[config.mk]
export PLATFORM = sky130hd
export DESIGN_NAME = ahb_uart_rx_flat
export DESIGN_NICKNAME = d
export VERILOG_FILES = /design/src/rtl/ahb_uart_rx_pkg.sv /design/src/rtl/ahb_uart_rx_if.sv /design/src/rtl/ahb_uart_rx_fifo.sv /design/src/rtl/ahb_uart_rx.sv /design/src/flat_wrapper.sv
export SDC_FILE = /design/constraint.sdc
export NUM_CORES = 1
export LEC_CHECK = 0
export CAP_MARGIN = 5
export CORE_MARGIN = 4
export CORE_UTILIZATION = 55
export DETAILED_ROUTE_END_ITERATION = 10
export PLACE_DENSITY = 0.88
export SLEW_MARGIN = 20
export SYNTH_ARGS = -nofsm -noshare
export SYNTH_HDL_FRONTEND = slang
export SYNTH_HIERARCHICAL = 1
export SYNTH_SLANG_ARGS = --single-unit
[constraint.sdc]
create_clock -name HCLK -period 5.6 [get_ports HCLK]
set_clock_uncertainty 0.05 [all_clocks]
set_input_delay 1.68 -clock HCLK [delete_from_list [all_inputs] [get_ports HCLK]]
set_output_delay 1.68 -clock HCLK [all_outputs]
set_load 0.03 [all_outputs]
[src/rtl/ahb_uart_rx_pkg.sv]
`default_nettype none
// ============================================================================
//  Module      : ahb_uart_rx_pkg
//  Description : Shared definitions for the AHB UART receiver: register word
//                offsets, STATUS/CLEAR bit positions, RX FSM state encodings
//                and the default baud divider.
//  Ports       : none (package)
//  Revision    : 1.0  initial release
// ============================================================================
package ahb_uart_rx_pkg;

  // HCLK cycles per UART bit at 50 MHz / 115200 baud
  localparam int unsigned DEFAULT_CLK_DIV = 434;

  // Register offsets, as the word index HADDR[3:2]
  localparam logic [1:0] REG_DATA   = 2'd0;  // 0x0
  localparam logic [1:0] REG_STATUS = 2'd1;  // 0x4
  localparam logic [1:0] REG_CLEAR  = 2'd2;  // 0x8

  // STATUS bit positions
  localparam int ST_NOT_EMPTY  = 0;
  localparam int ST_FULL       = 1;
  localparam int ST_OVERRUN    = 2;
  localparam int ST_FRAME_ERR  = 3;
  localparam int ST_PARITY_ERR = 4;

  // CLEAR bit positions (sticky clears share the STATUS positions)
  localparam int CLR_FLUSH     = 0;
  localparam int CLR_OVERRUN   = ST_OVERRUN;
  localparam int CLR_FRAME_ERR = ST_FRAME_ERR;
  localparam int CLR_PARITY    = ST_PARITY_ERR;

  // Receiver FSM encodings
  typedef enum logic [2:0] {
    S_IDLE      = 3'd0,
    S_START     = 3'd1,
    S_DATA      = 3'd2,
    S_PARITY    = 3'd3,
    S_STOP      = 3'd4,
    S_WAIT_HIGH = 3'd5
  } rx_state_e;

endpackage
`default_nettype wire

[src/rtl/ahb_uart_rx_if.sv]
`default_nettype none
// ============================================================================
//  Module      : ahb_uart_rx_if
//  Description : AHB-Lite slave bus bundle for the UART receiver.
//  Signals     : HADDR[31:0], HSEL, HTRANS[1:0], HWRITE, HWDATA[31:0]
//                (master -> slave); HRDATA[31:0], HREADY, HRESP
//                (slave -> master).
//  Modports    : master, slave
//  Revision    : 1.0  initial release
// ============================================================================
interface ahb_uart_rx_if;
  logic [31:0] HADDR;
  logic        HSEL;
  logic [1:0]  HTRANS;
  logic        HWRITE;
  logic [31:0] HWDATA;
  logic [31:0] HRDATA;
  logic        HREADY;
  logic        HRESP;

  modport master (
    output HADDR, HSEL, HTRANS, HWRITE, HWDATA,
    input  HRDATA, HREADY, HRESP
  );

  modport slave (
    input  HADDR, HSEL, HTRANS, HWRITE, HWDATA,
    output HRDATA, HREADY, HRESP
  );
endinterface
`default_nettype wire

[src/rtl/ahb_uart_rx_fifo.sv]
`default_nettype none
// ============================================================================
//  Module      : uart_rx_fifo
//  Description : Byte FIFO for received characters. Flush has priority over
//                push/pop; a push into a full FIFO is accepted only when a pop
//                happens in the same cycle.
//  Ports       : clk_i, rst_ni (async active-low), push_i, pop_i, flush_i,
//                din_i[7:0], dout_o[7:0] (head), full_o, empty_o,
//                count_o[$clog2(DEPTH):0]
//  Revision    : 1.0  initial release
// ============================================================================
module uart_rx_fifo #(
  parameter int unsigned DEPTH = 8
) (
  input  wire logic                     clk_i,
  input  wire logic                     rst_ni,
  input  wire logic                     push_i,
  input  wire logic                     pop_i,
  input  wire logic                     flush_i,
  input  wire logic [7:0]               din_i,
  output logic      [7:0]               dout_o,
  output logic                          full_o,
  output logic                          empty_o,
  output logic      [$clog2(DEPTH):0]   count_o
);
  localparam int AW = $clog2(DEPTH);

  logic [7:0]    mem_q [DEPTH];
  logic [AW-1:0] wr_ptr_q, rd_ptr_q;
  logic [AW:0]   count_q;
  logic          w_do_push, w_do_pop;

  assign empty_o   = (count_q == '0);
  assign full_o    = (count_q == (AW+1)'(DEPTH));
  assign w_do_pop  = pop_i & ~empty_o;
  assign w_do_push = push_i & (~full_o | w_do_pop);

  // Pointers are exactly AW bits wide, so increments wrap modulo DEPTH.
  always_ff @(posedge clk_i or negedge rst_ni) begin
    if (!rst_ni) begin
      wr_ptr_q <= '0;
      rd_ptr_q <= '0;
      count_q  <= '0;
    end else if (flush_i) begin
      wr_ptr_q <= '0;
      rd_ptr_q <= '0;
      count_q  <= '0;
    end else begin
      if (w_do_push) wr_ptr_q <= wr_ptr_q + AW'(1);
      if (w_do_pop)  rd_ptr_q <= rd_ptr_q + AW'(1);
      case ({w_do_push, w_do_pop})
        2'b10:   count_q <= count_q + (AW+1)'(1);
        2'b01:   count_q <= count_q - (AW+1)'(1);
        default: count_q <= count_q;
      endcase
    end
  end

  // Storage needs no reset: contents are only visible through count_q.
  always_ff @(posedge clk_i) begin
    if (w_do_push && !flush_i) mem_q[wr_ptr_q] <= din_i;
  end

  assign dout_o  = mem_q[rd_ptr_q];
  assign count_o = count_q;
endmodule
`default_nettype wire

[src/rtl/ahb_uart_rx.sv]
`default_nettype none
// ============================================================================
//  Module      : ahb_uart_rx
//  Description : AHB-Lite slave UART receiver (8 data bits, 1 stop bit) with a
//                receive FIFO and sticky overrun / framing / parity flags.
//                Optional even-parity bit enabled by AHB_UART_RX_PARITY_EN.
//  Parameters  : CLK_DIV (HCLK cycles per bit), FIFO_DEPTH (power of 2, 2..64)
//  Ports       : HCLK, HRESETn (async active-low), ahb (AHB slave modport),
//                UART_RX (asynchronous serial input, idle high)
//  Revision    : 1.0  initial release
// ============================================================================
module ahb_uart_rx
  import ahb_uart_rx_pkg::*;
#(
  parameter int unsigned CLK_DIV    = DEFAULT_CLK_DIV,
  parameter int unsigned FIFO_DEPTH = 8
) (
  input  wire logic        HCLK,
  input  wire logic        HRESETn,
  ahb_uart_rx_if.slave     ahb,
  input  wire logic        UART_RX
);
  localparam int CNT_W = $clog2(CLK_DIV);
  localparam logic [CNT_W-1:0] HALF_BIT = CNT_W'(CLK_DIV / 2 - 1);
  localparam logic [CNT_W-1:0] FULL_BIT = CNT_W'(CLK_DIV - 1);

  // --------------------------------------------------------------------------
  // Input synchronizer; prev_q extends it by one stage for edge detection.
  // --------------------------------------------------------------------------
  logic sync1_q, sync2_q, prev_q;
  logic w_rx, w_fall;

  always_ff @(posedge HCLK or negedge HRESETn) begin
    if (!HRESETn) begin
      sync1_q <= 1'b1;
      sync2_q <= 1'b1;
      prev_q  <= 1'b1;
    end else begin
      sync1_q <= UART_RX;
      sync2_q <= sync1_q;
      prev_q  <= sync2_q;
    end
  end

  assign w_rx   = sync2_q;
  assign w_fall = prev_q & ~sync2_q;

  // --------------------------------------------------------------------------
  // Receiver FSM
  // --------------------------------------------------------------------------
  rx_state_e        state_q, state_d;
  logic [CNT_W-1:0] cnt_q;
  logic [2:0]       bit_q;
  logic [7:0]       shift_q;
  logic             par_bad_q;
  logic             w_tick;
  logic             w_load_half, w_load_full, w_shift, w_par_sample;
  logic             w_push, w_set_frame, w_par_mismatch;

  assign w_tick         = (cnt_q == '0);
  assign w_par_mismatch = (^shift_q) ^ w_rx;

  always_ff @(posedge HCLK or negedge HRESETn) begin
    if (!HRESETn) state_q <= S_IDLE;
    else          state_q <= state_d;
  end

  always_comb begin
    state_d = state_q;
    case (state_q)
      S_IDLE:      if (w_fall) state_d = S_START;
      S_START:     if (w_tick) state_d = w_rx ? S_IDLE : S_DATA;
      S_DATA: begin
        if (w_tick && bit_q == 3'd7) begin
`ifdef AHB_UART_RX_PARITY_EN
          state_d = S_PARITY;
`else
          state_d = S_STOP;
`endif
        end
      end
`ifdef AHB_UART_RX_PARITY_EN
      S_PARITY:    if (w_tick) state_d = S_STOP;
`endif
      // A low stop bit parks the FSM until the line returns high, so a
      // stuck-low line cannot be mistaken for a stream of start bits.
      S_STOP:      if (w_tick) state_d = w_rx ? S_IDLE : S_WAIT_HIGH;
      S_WAIT_HIGH: if (w_rx) state_d = S_IDLE;
      default:     state_d = S_IDLE;
    endcase
  end

  always_comb begin
    w_load_half  = 1'b0;
    w_load_full  = 1'b0;
    w_shift      = 1'b0;
    w_par_sample = 1'b0;
    w_push       = 1'b0;
    w_set_frame  = 1'b0;
    case (state_q)
      S_IDLE:  w_load_half = w_fall;
      S_START: w_load_full = w_tick & ~w_rx;
      S_DATA: begin
        w_shift     = w_tick;
        w_load_full = w_tick;
      end
`ifdef AHB_UART_RX_PARITY_EN
      S_PARITY: begin
        w_par_sample = w_tick;
        w_load_full  = w_tick;
      end
`endif
      S_STOP: begin
        w_push      = w_tick & w_rx & ~par_bad_q;
        w_set_frame = w_tick & ~w_rx;
      end
      default: ;
    endcase
  end

  always_ff @(posedge HCLK or negedge HRESETn) begin
    if (!HRESETn) begin
      cnt_q     <= '0;
      bit_q     <= '0;
      shift_q   <= '0;
      par_bad_q <= 1'b0;
    end else begin
      if (w_load_half)      cnt_q <= HALF_BIT;
      else if (w_load_full) cnt_q <= FULL_BIT;
      else if (!w_tick)     cnt_q <= cnt_q - CNT_W'(1);

      if (w_load_half)  bit_q <= '0;
      else if (w_shift) bit_q <= bit_q + 3'd1;

      // LSB arrives first, so shift in from the top.
      if (w_shift) shift_q <= {w_rx, shift_q[7:1]};

      if (w_load_half)       par_bad_q <= 1'b0;
      else if (w_par_sample) par_bad_q <= w_par_mismatch;
    end
  end

  // --------------------------------------------------------------------------
  // AHB address phase capture
  // --------------------------------------------------------------------------
  logic       dp_valid_q, dp_write_q;
  logic [1:0] dp_addr_q;
  logic       w_accept, w_rd, w_wr, w_pop, w_clr_wr, w_flush;

  assign w_accept = ahb.HSEL & ahb.HTRANS[1];

  always_ff @(posedge HCLK or negedge HRESETn) begin
    if (!HRESETn) begin
      dp_valid_q <= 1'b0;
      dp_write_q <= 1'b0;
      dp_addr_q  <= '0;
    end else begin
      dp_valid_q <= w_accept;
      dp_write_q <= w_accept & ahb.HWRITE;
      dp_addr_q  <= w_accept ? ahb.HADDR[3:2] : 2'd0;
    end
  end

  assign w_rd     = dp_valid_q & ~dp_write_q;
  assign w_wr     = dp_valid_q &  dp_write_q;
  assign w_clr_wr = w_wr & (dp_addr_q == REG_CLEAR);
  assign w_flush  = w_clr_wr & ahb.HWDATA[CLR_FLUSH];

  // --------------------------------------------------------------------------
  // Receive FIFO
  // --------------------------------------------------------------------------
  logic [7:0]                    fifo_head;
  logic                          fifo_full, fifo_empty;
  logic [$clog2(FIFO_DEPTH):0]   fifo_count;

  assign w_pop = w_rd & (dp_addr_q == REG_DATA) & ~fifo_empty;

  uart_rx_fifo #(
    .DEPTH (FIFO_DEPTH)
  ) u_fifo (
    .clk_i   (HCLK),
    .rst_ni  (HRESETn),
    .push_i  (w_push),
    .pop_i   (w_pop),
    .flush_i (w_flush),
    .din_i   (shift_q),
    .dout_o  (fifo_head),
    .full_o  (fifo_full),
    .empty_o (fifo_empty),
    .count_o (fifo_count)
  );

  // --------------------------------------------------------------------------
  // Sticky error flags; a new event in the clearing cycle wins.
  // --------------------------------------------------------------------------
  logic overrun_q, frame_err_q, parity_err_q;
  logic w_set_ovr;

  // A pop in the same cycle makes room, so full+pop+push is not an overrun.
  assign w_set_ovr = w_push & fifo_full & ~w_pop;

  always_ff @(posedge HCLK or negedge HRESETn) begin
    if (!HRESETn) begin
      overrun_q   <= 1'b0;
      frame_err_q <= 1'b0;
    end else begin
      overrun_q   <= (overrun_q & ~(w_clr_wr & ahb.HWDATA[CLR_OVERRUN])) | w_set_ovr;
      frame_err_q <= (frame_err_q & ~(w_clr_wr & ahb.HWDATA[CLR_FRAME_ERR])) | w_set_frame;
    end
  end

`ifdef AHB_UART_RX_PARITY_EN
  always_ff @(posedge HCLK or negedge HRESETn) begin
    if (!HRESETn) parity_err_q <= 1'b0;
    else parity_err_q <= (parity_err_q & ~(w_clr_wr & ahb.HWDATA[CLR_PARITY]))
                         | (w_par_sample & w_par_mismatch);
  end
`else
  assign parity_err_q = 1'b0;
`endif

  // --------------------------------------------------------------------------
  // Read data
  // --------------------------------------------------------------------------
  logic [31:0] w_rdata;

  always_comb begin
    w_rdata = '0;
    if (w_rd) begin
      case (dp_addr_q)
        REG_DATA:   if (!fifo_empty) w_rdata[7:0] = fifo_head;
        REG_STATUS: begin
          w_rdata[ST_NOT_EMPTY]  = ~fifo_empty;
          w_rdata[ST_FULL]       = fifo_full;
          w_rdata[ST_OVERRUN]    = overrun_q;
          w_rdata[ST_FRAME_ERR]  = frame_err_q;
          w_rdata[ST_PARITY_ERR] = parity_err_q;
        end
        default: ;
      endcase
    end
  end

  assign ahb.HRDATA = w_rdata;
  assign ahb.HREADY = 1'b1;
  assign ahb.HRESP  = 1'b0;

  // Bus bits outside the decoded register map
  logic unused_ok;
  assign unused_ok = ^{ahb.HADDR[31:4], ahb.HADDR[1:0], ahb.HTRANS[0],
                       ahb.HWDATA[31:5], ahb.HWDATA[4], ahb.HWDATA[1], fifo_count};
endmodule
`default_nettype wire

[src/flat_wrapper.sv]
// flat-port wrapper written by rule: the top's interface ports become plain ports
module ahb_uart_rx_flat import ahb_uart_rx_pkg::*;
#(
  parameter int unsigned CLK_DIV    = DEFAULT_CLK_DIV,
  parameter int unsigned FIFO_DEPTH = 8
)
  (HCLK, HRESETn, UART_RX, ahb_HADDR, ahb_HSEL, ahb_HTRANS, ahb_HWRITE, ahb_HWDATA, ahb_HRDATA, ahb_HREADY, ahb_HRESP);
  ahb_uart_rx_if ahb_i ();
  input  wire logic HCLK;
  input  wire logic HRESETn;
  input  wire logic UART_RX;
  input wire logic [$bits(ahb_i.HADDR)-1:0] ahb_HADDR;
  input wire logic [$bits(ahb_i.HSEL)-1:0] ahb_HSEL;
  input wire logic [$bits(ahb_i.HTRANS)-1:0] ahb_HTRANS;
  input wire logic [$bits(ahb_i.HWRITE)-1:0] ahb_HWRITE;
  input wire logic [$bits(ahb_i.HWDATA)-1:0] ahb_HWDATA;
  output wire logic [$bits(ahb_i.HRDATA)-1:0] ahb_HRDATA;
  output wire logic [$bits(ahb_i.HREADY)-1:0] ahb_HREADY;
  output wire logic [$bits(ahb_i.HRESP)-1:0] ahb_HRESP;
  assign ahb_i.HADDR = ahb_HADDR;
  assign ahb_i.HSEL = ahb_HSEL;
  assign ahb_i.HTRANS = ahb_HTRANS;
  assign ahb_i.HWRITE = ahb_HWRITE;
  assign ahb_i.HWDATA = ahb_HWDATA;
  assign ahb_HRDATA = ahb_i.HRDATA;
  assign ahb_HREADY = ahb_i.HREADY;
  assign ahb_HRESP = ahb_i.HRESP;
  ahb_uart_rx #(.CLK_DIV(CLK_DIV), .FIFO_DEPTH(FIFO_DEPTH)) u_core (.HCLK(HCLK), .HRESETn(HRESETn), .ahb(ahb_i), .UART_RX(UART_RX));
endmodule
==> results.py, run 1 <==
metrics = {
    "finish": {
        "multi_input_area_um2": 1740,
        "nets": 430,
        "regArea_um2": 2980,
        "final_util": 0.611,
        "fill_cells": 607,
        "n_antenna_cell": 0,
        "area.growth.synth_to_final_pct": 7.85,
        "layout-drive-gt1-share": 0.149,
    },
    "clock_tree": {
        "h-tree-depth": 3,
        "numClockSinks": 106,
        "cts-buffers-inserted": 9,
        "cts_tree": "done",
        "cts_root_buf": "clkbuf_8",
        "cts_max_path_buffers": 2,
        "hold_buffers": 0,
        "postCtsSetupBuffers": 0,
        "clkSlewWorstSetupHoldPaths_ns": 0.09,
        "ctsResizeCount": 0,
        "clk_latency_ns": 0.36,
    },
    "logic_synthesis": {
        "async_reset_ff_frac": 0.396,
        "synth_common_cells": "edfxtp_1, dfrtp_1, buf_4, nor2_1",
        "ys_ff_latch": 106,
        "synthCells": 331,
        "synthTopCellsByArea": "edfxtp_1, dfrtp_1, mux4_1",
        "syn_area_um2": 4940,
        "synth_largest_area_cell": "edfxtp_1",
        "synth-edff-count": 64,
        "ys_seq_area_frac": 0.602,
        "synth_cell_types": 61,
        "syn_avg_cell_area_um2": 14.9,
        "synth_flop_cell": "edfxtp_1",
        "yosys_warnings": 6,
        "synth.most_common_cell": "edfxtp_1",
        "synth_top_area_share": 0.389,
    },
    "route": {
        "wl_per_cell_um": 19.6,
        "drt_iter0_markers": 153,
        "drc": 0,
        "vias": 2780,
        "dr.pass1.iters": 4,
        "ant_nets": 0,
        "finalWirelength_um": 9100,
        "vias_per_cell": 5.99,
    },
    "timing": {
        "hold_viol_final": 0,
        "timing.final.crit_period_ns": 4.86,
        "fmaxAchievable_mhz": 206,
        "slew_headroom": 0.359,
        "hold_slack_ns": 0.311,
        "setup_viol": 0,
        "slew_viol_final": 0,
        "tightest_slew_ns": 0.961,
        "rsz0062_at_grt": "no",
        "post-route-period-util": 0.868,
        "final.setup.tns_ns": 0,
    },
    "setup_path": {
        "worst_ep_arrival_time_ns": 3.13,
        "crit_type": "reg2out",
        "critPathMaxFanout": 18,
        "endpoint_kind": "output port",
        "crit_required_ns": 3.87,
        "start_kind": "register",
    },
    "grt": {
        "grt_pass1_wl_um": 14100,
        "antenna_found_initial": 0,
        "grt_pass1_vias": 2812,
        "grt_max_degree": 43,
        "grt_usage": 0.179,
        "overflow": 0,
    },
    "floorplan": {
        "initial_core_util": 0.567,
        "die_w_um": 103,
        "coreArea_um2": 8720,
        "dieHeight_um": 103,
        "ios": 105,
        "num_rows": 34,
        "die_area_um2": 10600,
    },
    "power_and_ir_drop": {
        "ir_drop_mv": 0.204,
        "power_density_nw_per_um2": 369,
        "power_mw": 1.97,
        "p_leak_nw": 1.99,
    },
    "status": {
        "status": "finished clean",
    },
    "placed_design": {
        "io_buffers": 18,
        "hpwl_um": 6020,
        "gp_congestion": 0.769,
    },
    "flow_run": {
        "max-cap-violations": 0,
    },
    "worst_hold_path": {
        "hold_path_class": "reg2reg",
    },
}
==> cell families after synthesis <==
group / share of synthesized area
adders and majority gates: 0.0218
AOI/OAI and AO/OA: 0.0656
DFF: 0.602
muxes: 0.130
xor gates and xnor gates: 0.0195
and+or+nand+nor: 0.0959
buffers and inverters: 0.0640
other: 0.00152
==> layout make-up <==
| cell class | instances | area share |
|---|---|---|
| flip-flops and latches | 106 | 0.558 |
| multi-input cells | 203 | 0.326 |
| repair buffers | 24 | 0.0413 |
| well taps | 108 | 0.0253 |
| clock buffers | 10 | 0.0239 |
| clock inverters | 6 | 0.0197 |
| inverters | 7 | 0.00493 |
==> registers in the layout, indices dropped and copies added, names as in the netlist <==
signal / cells
u_core/sync1_q: 1
u_core/prev_q: 1
u_core/dp_write_q: 1
u_core/cnt_q: 9
u_core/dp_valid_q: 1
u_core/u_fifo/count_o: 4
u_core/frame_err_q: 1
u_core/overrun_q: 1
u_core/u_fifo/rd_ptr_q: 3
u_core/shift_q: 8
u_core/state_q: 3
u_core/sync2_q: 1
u_core/bit_q: 3
u_core/dp_addr_q: 2
u_core/u_fifo/wr_ptr_q: 3
u_core/u_fifo/mem_q: 64
==> metal layers <==
metal | share of wire | vias up | track usage | routed length [um]
met1 | 0.40 | 1412 | 0.230 | 3610
met3 | 0.053 | 17 | 0.0264 | 486
met4 | 0.018 | 0 | 0.0717 | 163
met5 | 0 | - | 0 | 0
li1 | - | 1251 | - | -
met2 | 0.53 | 100 | 0.308 | 4840
==> per-stage QoR <==
stage          instance area, um^2  instances  setup slack (ns)
6_report                      5330        464             0.738
5_1_grt                       5330        464             0.625
4_1_cts                       5330        464             0.716
3_5_place_dp                  5100        448              1.11
3_3_place_gp                  5100        448              1.12
2_1_floorplan                 5030        355              1.88
==> where the power goes <==
part / internal, mW / switching, mW / leakage [nW] / total [mW]
sequential: 0.880 / 0.142 / 1.07 / 1.02
combinational: 0.221 / 0.187 / 0.798 / 0.408
clock: 0.295 / 0.243 / 0.116 / 0.537
total: 1.40 / 0.572 / 1.99 / 1.97
==> path summary, 6_finish.rpt <==
check                      cells past startpoint                        to                 startpoint  slack (ns)
setup / recovery                               4             ahb_HRDATA[3]  u_core/u_fifo/rd_ptr_q[0]        0.74
hold / removal                                 0            u_core/sync2_q             u_core/sync1_q        0.31
setup reg to reg                              11  u_core/u_fifo/count_o[3]            u_core/cnt_q[0]        1.75
hold reg to reg                                0            u_core/sync2_q             u_core/sync1_q        0.31
max in group asynchronous                      1         u_core/shift_q[4]                    HRESETn        3.49
min in group asynchronous                      1           u_core/cnt_q[5]                    HRESETn        1.41
==> layout by cell type, fill, tap and decap left out, types with 3 or more instances in the layout <==
cell type / n
a211oi_1: 3
a21oi_1: 6
a22o_1: 3
and2_1: 3
and3_1: 8
buf_4: 6
bufinv_16: 3
clkbuf_8: 9
clkdlybuf4s50_1: 17
conb_1: 26
dfrtp_1: 39
dfstp_2: 3
edfxtp_1: 64
ha_1: 7
inv_1: 7
mux2_2: 16
mux2i_1: 4
mux4_1: 16
nand2_1: 7
nor2_1: 25
nor3_1: 6
nor4_1: 3
nor4b_1: 3
o211ai_1: 5
o21ai_0: 8
or3_1: 3
or3b_2: 3
or4_1: 3
xnor2_1: 6
xor2_1: 5
==> worst max-delay path, stage by stage, from the launching register on <==
cell	delay (ns)
dfrtp_1	0.98
mux4_1	0.66
mux2_2	0.30
a22o_1	0.21
clkdlybuf4s50_1	0.61
Power figures use the tool's default switching activity.
==> inputs of run 2 (changes only) <==
--- a/config.mk
+++ b/config.mk
@@ -9,7 +9,8 @@
 export CORE_MARGIN = 4
 export CORE_UTILIZATION = 55
 export DETAILED_ROUTE_END_ITERATION = 10
-export PLACE_DENSITY = 0.88
+export DONT_BUFFER_PORTS = 1
+export PLACE_DENSITY = 0.73
 export SLEW_MARGIN = 20
 export SYNTH_ARGS = -nofsm -noshare
 export SYNTH_HDL_FRONTEND = slang
==> results.py, run 2 (synthesis results as in run 1) <==
metrics = {
    "placed_design": {
        "hpwl_um": 5510,
        "io_buffers": 0,
        "place_inst": 427,
        "gp_congestion": 0.764,
        "place_area_um2": 4930,
    },
    "finish": {
        "layout-drive-gt1-share": 0.152,
        "fin_cells": 443,
        "final_util": 0.584,
        "n_antenna_cell": 0,
        "largest_reg_flops": 64,
        "final_area_um2": 5090,
        "layout_common_cells": "edfxtp_1, dfrtp_1, conb_1",
        "nets": 409,
        "reg.largest.list": "u_core/u_fifo/mem_q (64), u_core/cnt_q (9), u_core/shift_q (8)",
        "final_common_cell": "edfxtp_1",
        "area.growth.synth_to_final_pct": 3.06,
        "largest_register": "u_core/u_fifo/mem_q",
    },
    "floorplan": {
        "die_w_um": 103,
        "initial_core_util": 0.567,
        "coreArea_um2": 8720,
        "dieHeight_um": 103,
        "ios": 105,
        "die_area_um2": 10600,
        "num_rows": 34,
    },
    "setup_path": {
        "critPathSlowestCell": "dfrtp_1",
        "worst_ep_arrival_time_ns": 2.62,
        "crit_family": "flip-flops",
        "worstPathCellList": "mux4_1 -> mux2_2 -> a22o_1",
        "crit_required_ns": 3.87,
        "crit_type": "reg2out",
        "reg2reg_setup_slack_ns": 1.80,
        "start_kind": "register",
        "endpoint_kind": "output port",
        "max_stage_delay_ns": 0.96,
        "crit_buf_inv": 0,
        "critPathMaxFanout": 18,
    },
    "clock_tree": {
        "ctsResizeCount": 0,
        "clk_latency_ns": 0.36,
        "cts_max_path_buffers": 2,
        "cts_root_buf": "clkbuf_8",
        "cts-buffers-inserted": 9,
        "h-tree-depth": 3,
        "numClockSinks": 106,
        "cts_tree": "done",
        "clkSlewWorstSetupHoldPaths_ns": 0.09,
        "postCtsSetupBuffers": 0,
        "hold_buffers": 0,
    },
    "power_and_ir_drop": {
        "seq_power_share": 0.567,
        "switching_share": 0.309,
        "power_switching_mw": 0.556,
        "clock_power_share": 0.227,
        "p_leak_nw": 1.88,
        "power_mw": 1.80,
        "internal_power_mw": 1.24,
        "ir_drop_mv": 0.185,
        "power_density_nw_per_um2": 353,
        "comb_power_share": 0.206,
    },
    "route": {
        "vias_per_cell": 5.86,
        "vias": 2596,
        "dr.pass1.iters": 4,
        "drt_iter0_markers": 92,
        "wl_per_cell_um": 19.0,
        "ant_nets": 0,
        "drc": 0,
        "finalWirelength_um": 8420,
    },
    "flow_run": {
        "max-cap-violations": 0,
    },
    "timing": {
        "hold_viol_final": 0,
        "final.setup.tns_ns": 0,
        "slew_viol_final": 0,
        "tightest_slew_ns": 0.962,
        "timing.final.crit_period_ns": 4.35,
        "slew_headroom": 0.356,
        "fmaxAchievable_mhz": 230,
        "setup_viol": 0,
        "rsz0062_at_grt": "no",
        "post-route-period-util": 0.777,
    },
    "grt": {
        "grt_usage": 0.170,
        "grt_pass1_wl_um": 13000,
        "use_met3": 0.0440,
        "overflow": 0,
        "grt_max_degree": 43,
        "grtUsageMet1": 0.216,
        "grt_pass1_vias": 2439,
        "grtUsageMet2": 0.288,
        "top_usage_layer": "met2",
        "antenna_found_initial": 0,
    },
    "worst_hold_path": {
        "hold_path_class": "reg2reg",
    },
    "status": {
        "status": "finished clean",
    },
}
## run 2: cell count changes in the layout (fill, tap and decap cells not counted), moves of 2 or more
cell             before  now
clkinvlp_4            0    2
buf_4                 6    3
nor3_2                1    3
clkdlybuf4s50_1      17    0
nor3_1                6    4
bufinv_16             3    0
## run 2: per-stage QoR
stage,setup slack [ns],hold slack (ns)
final,1.25,0.310
after global routing,1.06,0.319
after CTS,1.18,0.311
after detailed placement,1.59,0.298
after global placement,1.64,0.298
after floorplan,1.88,0.295
## run 2: worst reg2reg max path: stages, from the launching register on
cell and delay [ns]:
dfrtp_1 0.39, inv_1 0.09, ha_1 0.18, or3b_2 0.58, nor3_4 0.32, nor4b_4 0.63, nor2_1 0.22, ha_1 0.33
a211oi_1 0.10, or4_1 0.51, a31oi_1 0.19, a21oi_1 0.08
## run 2: worst paths after layout
check                                           from                        to  cells after the start
max reg2reg                          u_core/cnt_q[0]  u_core/u_fifo/count_o[3]                     11
min reg2reg                           u_core/sync1_q            u_core/sync2_q                      0
min                                   u_core/sync1_q            u_core/sync2_q                      0
max                        u_core/u_fifo/rd_ptr_q[0]             ahb_HRDATA[1]                      3
min in group asynchronous                    HRESETn           u_core/cnt_q[2]                      0
max in group asynchronous                    HRESETn             u_core/prev_q                      0
## run 2: cell type report
class | instances | area [um^2]
repair buffers | 3 | 22.5
multi-input cells | 203 | 1770
flip-flops and latches | 106 | 2980
well taps | 108 | 135
clock buffers | 10 | 128
clock inverters | 6 | 41.3
inverters | 7 | 26.3
fillers | 677 | 3630
## run 2: metal layers
layer | vias up | wire (um) | share of wire
li1 | 1217 | - | -
met1 | 1303 | 3500 | 0.42
met2 | 66 | 4340 | 0.52
met3 | 10 | 474 | 0.056
met4 | 0 | 102 | 0.012
met5 | - | 0 | 0
## run 2: power by group through the flow
stage          clock (mW)  combinational (mW)  sequential [mW]
3_3_place_gp            0               0.358             1.03
6_report            0.409               0.371             1.02
5_1_grt             0.455               0.406             1.04
3_5_place_dp            0               0.374             1.04
4_1_cts             0.425               0.373             1.02
2_1_floorplan           0               0.424            0.946
==> inputs of run 3 (changes only) <==
--- a/config.mk
+++ b/config.mk
@@ -10,7 +10,7 @@
 export CORE_UTILIZATION = 55
 export DETAILED_ROUTE_END_ITERATION = 10
 export DONT_BUFFER_PORTS = 1
-export PLACE_DENSITY = 0.73
+export PLACE_DENSITY = 0.76
 export SLEW_MARGIN = 20
 export SYNTH_ARGS = -nofsm -noshare
 export SYNTH_HDL_FRONTEND = slang
==> constraint.sdc (replaced) <==
create_clock -name HCLK -period 3.49 [get_ports HCLK]
set_clock_uncertainty 0.05 [all_clocks]
set_input_delay 1.047 -clock HCLK [delete_from_list [all_inputs] [get_ports HCLK]]
set_output_delay 1.047 -clock HCLK [all_outputs]
set_load 0.03 [all_outputs]
==> results.py, run 3 (synthesis results as in run 1) <==
metrics = {
    "clock_tree": {
        "cts_root_buf": "clkbuf_8",
        "clkSlewWorstSetupHoldPaths_ns": 0.10,
        "clk_latency_ns": 0.37,
        "cts_max_path_buffers": 2,
        "postCtsSetupBuffers": 0,
        "cts_tree": "done",
        "hold_buffers": 0,
        "numClockSinks": 106,
        "ctsResizeCount": 0,
        "cts-buffers-inserted": 9,
        "h-tree-depth": 3,
    },
    "route": {
        "drc": 0,
        "drt_iter0_markers": 100,
        "vias": 2716,
        "wl_per_cell_um": 18.5,
        "dr.pass1.iters": 4,
        "vias_per_cell": 5.87,
        "finalWirelength_um": 8570,
        "ant_nets": 0,
    },
    "timing": {
        "hold_slack_ns": 0.311,
        "fin_ws_ns": 0.135,
        "rsz0062_at_grt": "no",
        "slew_viol_final": 0,
        "tightest_slew_ns": 0.808,
        "timing.final.crit_period_ns": 3.36,
        "slew_headroom": 0.457,
        "fmaxAchievable_mhz": 298,
        "post-route-period-util": 0.961,
        "setup_viol": 0,
        "hold_viol_final": 0,
        "final.setup.tns_ns": 0,
    },
    "finish": {
        "nets": 429,
        "final_common_cell": "edfxtp_1",
        "layout_common_cells": "edfxtp_1, dfrtp_1, conb_1",
        "fin_cells": 463,
        "layout-drive-gt1-share": 0.197,
        "largest_register": "u_core/u_fifo/mem_q",
        "reg.largest.list": "u_core/u_fifo/mem_q (64), u_core/cnt_q (9), u_core/shift_q (8)",
        "largest_reg_flops": 64,
        "area.growth.synth_to_final_pct": 7.37,
        "fill_cells": 642,
        "n_antenna_cell": 0,
    },
    "setup_path": {
        "worst_ep_arrival_time_ns": 2.26,
        "crit_required_ns": 2.39,
        "crit_family": "multiplexers",
        "worstPathCellList": "buf_6 -> mux4_1 -> mux2_2 -> a22o_1 -> buf_12",
        "endpoint_kind": "output port",
        "max_stage_delay_ns": 0.59,
        "critPathSlowestCell": "mux4_1",
        "start_kind": "register",
        "critPathMaxFanout": 18,
        "crit_buf_inv": 2,
        "crit_type": "reg2out",
    },
    "placed_design": {
        "gp_congestion": 0.761,
        "dp_slack_ns": 0.278,
        "io_buffers": 0,
        "hpwl_um": 5950,
        "place_inst": 447,
    },
    "floorplan": {
        "initial_core_util": 0.567,
        "die_w_um": 103,
        "num_rows": 34,
        "ios": 105,
        "coreArea_um2": 8720,
        "die_area_um2": 10600,
        "dieHeight_um": 103,
    },
    "grt": {
        "grt_usage": 0.179,
        "grt_pass1_wl_um": 13900,
        "overflow": 0,
        "grt_pass1_vias": 2710,
        "grt_max_degree": 43,
        "antenna_found_initial": 0,
    },
    "power_and_ir_drop": {
        "power_mw": 3.07,
        "power_density_nw_per_um2": 578,
        "ir_drop_mv": 0.506,
        "p_leak_nw": 2.01,
    },
    "flow_run": {
        "max-cap-violations": 0,
    },
    "worst_hold_path": {
        "hold_path_class": "in2async",
    },
    "status": {
        "status": "finished clean",
    },
}
==> run 3: routing by layer <==
metal | global-route usage | wire (um)
met5 | 0 | 0
met4 | 0.0388 | 67
met3 | 0.0535 | 414
met2 | 0.311 | 4530
met1 | 0.223 | 3560
==> run 3: final cells by class <==
cell class,instances,area (um^2),area share
well taps,108,135,0.0255
clock inverters,6,81.3,0.0153
repair buffers,23,214,0.0403
inverters,7,26.3,0.00495
flip-flops and latches,106,2980,0.561
multi-input cells,203,1750,0.329
clock buffers,10,128,0.0240
==> run 3: report_power, final <==
part / leakage, nW / total [mW] / switching, mW / internal, mW
clock: 0.107 / 0.778 / 0.427 / 0.351
sequential: 1.07 / 1.58 / 0.165 / 1.41
combinational: 0.832 / 0.712 / 0.343 / 0.369
total: 2.01 / 3.07 / 0.935 / 2.13
==> run 3: metrics by stage <==
| step | instance area (um^2) | util |
|---|---|---|
| floorplan | 5030 | - |
| global placement | 5090 | 0.584 |
| detailed placement | 5090 | 0.584 |
| CTS | 5300 | 0.607 |
| global route | 5310 | 0.609 |
| finish | 5310 | 0.609 |
==> run 3: final timing paths <==
| check | slack, ns | start | cells after the start | end |
|---|---|---|---|---|
| max | 0.13 | u_core/u_fifo/rd_ptr_q[0] | 5 | ahb_HRDATA[3] |
| min | 0.31 | HRESETn | 0 | u_core/u_fifo/rd_ptr_q[1] |
| max reg2reg | 0.29 | u_core/cnt_q[0] | 11 | u_core/u_fifo/count_o[3] |
| min reg2reg | 0.31 | u_core/sync1_q | 0 | u_core/sync2_q |
| max in group asynchronous | 2.90 | HRESETn | 0 | u_core/prev_q |
| min in group HCLK | 0.31 | u_core/sync1_q | 0 | u_core/sync2_q |
